===== config.mk =====
export PLATFORM = sky130hd
export DESIGN_NAME = word_byte_sequencer
export DESIGN_NICKNAME = d
export VERILOG_FILES = /design/src/rtl/word_byte_sequencer.sv
export SDC_FILE = /design/constraint.sdc
export NUM_CORES = 1
export LEC_CHECK = 0
export CORE_MARGIN = 2
export CORE_UTILIZATION = 31
export DETAILED_ROUTE_END_ITERATION = 8
export HOLD_SLACK_MARGIN = 0.08
export SETUP_SLACK_MARGIN = 0.02
export SYNTH_ARGS = -nofsm -noshare
export SYNTH_HDL_FRONTEND = slang
export SYNTH_SLANG_ARGS = --single-unit

===== constraint.sdc =====
create_clock -name clk -period 1.56 [get_ports clk]
set_input_delay 0.156 -clock clk [delete_from_list [all_inputs] [get_ports clk]]
set_output_delay 0.156 -clock clk [all_outputs]
set_load 0.03 [all_outputs]

===== src/rtl/word_byte_sequencer.sv =====
// word_byte_sequencer
//   Accepts a 32-bit word with a byte count. It then emits the enabled
//   bytes one at a time over a valid/ready byte stream. The emission order
//   is either LSB-first or MSB-first.
//
// Parameters
//   MSB_FIRST   0: byte 0 first, 1: highest enabled byte (word_len) first
// Ports
//   clk         rising-edge clock
//   rst_n       asynchronous active-low reset
//   word_in     word to serialize, byte k = word_in[8k+7:8k]
//   word_len    bytes to emit minus 1, captured together with word_in
//   word_valid  upstream offers word_in/word_len
//   word_ready  block can accept a word (high only in IDLE)
//   byte_out    current byte of the held word (0x00 when idle)
//   byte_valid  byte_out is valid (high only in SEND)
//   byte_ready  downstream accepts byte_out
//   byte_last   byte_out is the final byte of the held word
//   busy        a word is being held
module word_byte_sequencer #(
    parameter bit MSB_FIRST = 1'b0
) (
    input  logic        clk,
    input  logic        rst_n,
    input  logic [31:0] word_in,
    input  logic [1:0]  word_len,
    input  logic        word_valid,
    output logic        word_ready,
    output logic [7:0]  byte_out,
    output logic        byte_valid,
    input  logic        byte_ready,
    output logic        byte_last
  , output logic        busy
);

    typedef enum logic {
        IDLE = 1'b0,
        SEND = 1'b1
    } state_t;

    state_t      r_state;
    state_t      w_state_next;
    logic [31:0] r_word;
    logic [1:0]  r_len;
    logic [1:0]  r_sel;
    logic        w_load;
    logic        w_advance;
    logic        w_last;

    // The final byte is the one at the far end of the walk direction.
    assign w_last = MSB_FIRST ? (r_sel == 2'd0) : (r_sel == r_len);

    always_comb begin
        w_state_next = r_state;
        w_load       = 1'b0;
        w_advance    = 1'b0;
        word_ready   = 1'b0;
        byte_valid   = 1'b0;
        byte_last    = 1'b0;
        busy         = 1'b0;
        byte_out     = '0;
        case (r_state)
            IDLE: begin
                word_ready = 1'b1;
                if (word_valid) begin
                    w_load       = 1'b1;
                    w_state_next = SEND;
                end
            end
            SEND: begin
                byte_valid = 1'b1;
                busy       = 1'b1;
                byte_last  = w_last;
                byte_out   = r_word[{r_sel, 3'b000} +: 8];
                // The handshake is checked only here. The last transfer
                // therefore returns the block to IDLE, and no word can be
                // accepted until the next edge. This gives one idle cycle
                // between words.
                if (byte_ready) begin
                    if (w_last) begin
                        w_state_next = IDLE;
                    end else begin
                        w_advance = 1'b1;
                    end
                end
            end
            default: w_state_next = IDLE;
        endcase
    end

    always_ff @(posedge clk or negedge rst_n) begin
        if (!rst_n) begin
            r_state <= IDLE;
        end else begin
            r_state <= w_state_next;
        end
    end

    always_ff @(posedge clk or negedge rst_n) begin
        if (!rst_n) begin
            r_word <= '0;
            r_len  <= '0;
            r_sel  <= '0;
        end else if (w_load) begin
            r_word <= word_in;
            r_len  <= word_len;
            r_sel  <= MSB_FIRST ? word_len : 2'd0;
        end else if (w_advance) begin
            r_sel  <= MSB_FIRST ? (r_sel - 2'd1) : (r_sel + 2'd1);
        end
    end

endmodule

==> summary.md <==
| Metric | Value |
|---|---|
| Slowest CP cell | mux4_2 |
| Die height | about 80 um |
| Io pins | 50 |
| Worst path required time | between 1000 and 1500 ps |
| Worst Clk Skew | around 4.4 ps |
| Slew HR | 0.802 |
| Placer Congestion | roughly 0.66 |
| Via Count | 1132 |
| Post-DP HPWL | 2610 um |
| Clock Sinks | 37 |
| Initial core utilization | 0.316 |
| Routed Antenna Nets | 0 |
| Avg WL per Cell | 14.4 um |
| Row cnt | 27 |
| Status | finished, violations left |
| Max_cap viols | 0 |
| Worst path cell trace | buf_6 -> mux4_2 -> and2_4 -> buf_6 |
| DRC | 0 |
| Pin count of the biggest net entering global routing | 38 |
| Inserted Clock Buffers | 5 |
| Failing checks | setup timing |
| Maximum clock path buffer count | 2 |
| Post-Syn Area | around 1700 um^2 |
| Initial DRT Pass Iterations | 4 |
| Slew Viols, Final | 0 |
| Drt initial violations | 26 |
| DIE WIDTH | 78.5 um |
| Mapped Nets | ~150 |
| H-tree depth | 2 |
| CP max FO | 5 |
| Antenna violations before repair | 0 |
| Final setup margin | -181 ps |
| Period utilisation layout | 1.12 |
| Diodes inserted | 0 |
| Power per cell area | around 2200 nW/um^2 |
| LEAKAGE | around 1.1 nW |
| Fin area | between 2000 and 3000 um^2 |
| # fillers | ~500 |
| Crit start category | flop |
| Final nets | around 210 |
| Slew @ Worst Pin | between 200 and 300 ps |
| Placed cell areas | between 2000 and 2500 um^2 |
| Via density | 4.56 |
| GR Overflow Total | 0 |
| Final setup violation count | 9 |
| First-pass GRT wire length | around 6000 um |
| Yosys warns | 0 |
| Reg clk slew, reported paths | ~70 ps |
| Endpoints failing hold | 0 |
| Worst vdd ir | roughly 1.1 mV |
| Layout cells sized above 1 | 0.489 |
| Clk root buf | clkbuf_8 |
| Number of global-route vias before repair | around 1300 |
| Mapped Cells | between 100 and 150 |
| Period minus WS final | between 1500 and 2000 ps |
| CP Class | reg2out |
| Die area | between 6000 and 7000 um^2 |
| Sequential area share after synthesis | 0.539 |
| Worst min-delay path category | in2async |
| Seq cells post-synth | 37 |
| Synth cell types | 22 |
| Post-layout util | 0.463 |
| GR Util All Layers | 0.127 |
| Clk_lat worst skew | 280 ps |
| CTS tree | built |
| Layout area overhead | 46.6% |
| Crit. End Element | output pin |
| Core ar. | between 5000 and 6000 um^2 |
| WP data arrival | 1580 ps |
| Routed WL | approximately 3600 um |
| Placed cell count | 236 |
| RSZ-0062 raised after global routing | yes |
| # port buffers | ~50 |
| Syn Area/Cell | around 15 um^2 |
| Largest stage delay, worst path | 500 ps |
| Max Clk Rate | 575 MHz |
| Post-Layout Cell Count | 248 |
| CP most frequent cell | buf_6 |
==> worst max-delay path, delay by kind of cell (launching register included) <==
kind / cells / cell delay [ps]
DFF: 1 / 370
muxes: 1 / 500
buffers and inverters: 2 / 280
and+or+nand+nor: 1 / 150
==> metal layers <==
layer / up-vias / track usage / wire [um]
li1: 528 / - / -
met1: 564 / 0.155 / 1540
met2: 35 / 0.213 / 1810
met3: 5 / 0.0460 / 196
met4: 0 / 0.0351 / 32
met5: - / 0 / 0
==> worst paths after layout <==
path | cells after the start | end | slack, ps | start
setup / recovery | 4 | byte_out[3] | -180 | r_sel[0]
hold / removal | 3 | r_word[9] | 370 | rst_n
setup reg to reg | 7 | r_sel[0] | 120 | r_sel[0]
hold reg to reg | 1 | r_word[19] | 510 | r_word[19]
max in group asynchronous | 3 | r_word[31] | 1010 | rst_n
min in group clk | 2 | r_word[23] | 480 | word_in[23]
==> per-stage QoR <==
| stage | TNS [ps] | total power (W) | worst slack, ps | hold slack [ps] |
|---|---|---|---|---|
| 2_1_floorplan | 0 | 0.00347 | 76.2 | -140 |
| 3_3_place_gp | -2840 | 0.00441 | -366 | 132 |
| 3_5_place_dp | -2840 | 0.00447 | -389 | 138 |
| 4_1_cts | -1530 | 0.00555 | -200 | 365 |
| 5_1_grt | -2200 | 0.00589 | -274 | 382 |
| 6_report | -1450 | 0.00553 | -181 | 367 |
==> what timing repair did <==
action / CTS / global route
pin swaps: 10 / 0
setup buffers: 2 / 1
endpoints found under the hold margin: 37 / 0
gates resized for setup: 74 / 1
hold buffers: 1 / 0
endpoints found under the setup margin: 10 / 9
==> flip-flops by register name, indices dropped and copies added (netlist names) <==
| register | count |
|---|---|
| r_word | 32 |
| r_len | 2 |
| r_state | 1 |
| r_sel | 2 |
==> cell type report <==
cell class | count | area [um^2] | area share
clock buffers | 8 | 80.1 | 0.0318
well taps | 72 | 90.1 | 0.0357
flip-flops and latches | 37 | 926 | 0.367
inverters | 1 | 3.75 | 0.00149
repair buffers | 65 | 662 | 0.263
multi-input cells | 65 | 758 | 0.301
==> logic make-up (layout without fill, tap and decap cells) <==
group           after synthesis  in the layout  synth area share
flops                        37             37             0.539
mux                          43             43             0.340
simple gates                 15             15            0.0502
xor+xnor                      2              2            0.0102
compound gates                5              5            0.0204
buf+inv                       9             74            0.0408
==> power breakdown <==
group	total [W]	switching [W]	leakage, nW	internal [W]
logic	0.00317	0.00130	0.585	0.00187
clock network	0.000627	0.000310	0.0395	0.000317
registers	0.00173	0.000284	0.437	0.00145
total	0.00553	0.00189	1.06	0.00363
==> cell usage after synthesis (all sizes together) <==
library cell | count | share of area
a41oi | 1 | 0.0051
xnor2 | 2 | 0.010
dfrtp | 37 | 0.54
inv | 1 | 0.0022
a211oi | 2 | 0.0087
and2 | 8 | 0.029
or2b | 1 | 0.0044
mux2 | 34 | 0.22
nand2 | 1 | 0.0022
and3 | 1 | 0.0036
mux2i | 1 | 0.0058
mux4 | 8 | 0.11
nor2b | 1 | 0.0036
nand3 | 1 | 0.0029
buf | 7 | 0.036
a21oi | 1 | 0.0029
clkbuf | 1 | 0.0022
a31oi | 1 | 0.0036
nor2 | 2 | 0.0044
==> cells in the final DEF, fill, tap and decap left out, drive strengths merged, types with 2 or more instances in the layout <==
| cell type | instances |
|---|---|
| dfrtp | 37 |
| clkdlybuf4s50 | 36 |
| mux2 | 34 |
| buf | 27 |
| mux4 | 8 |
| and2 | 8 |
| clkbuf | 8 |
| xnor2 | 2 |
| nor2 | 2 |
| a211oi | 2 |
Note: power is estimated with default switching activity, not from simulation.
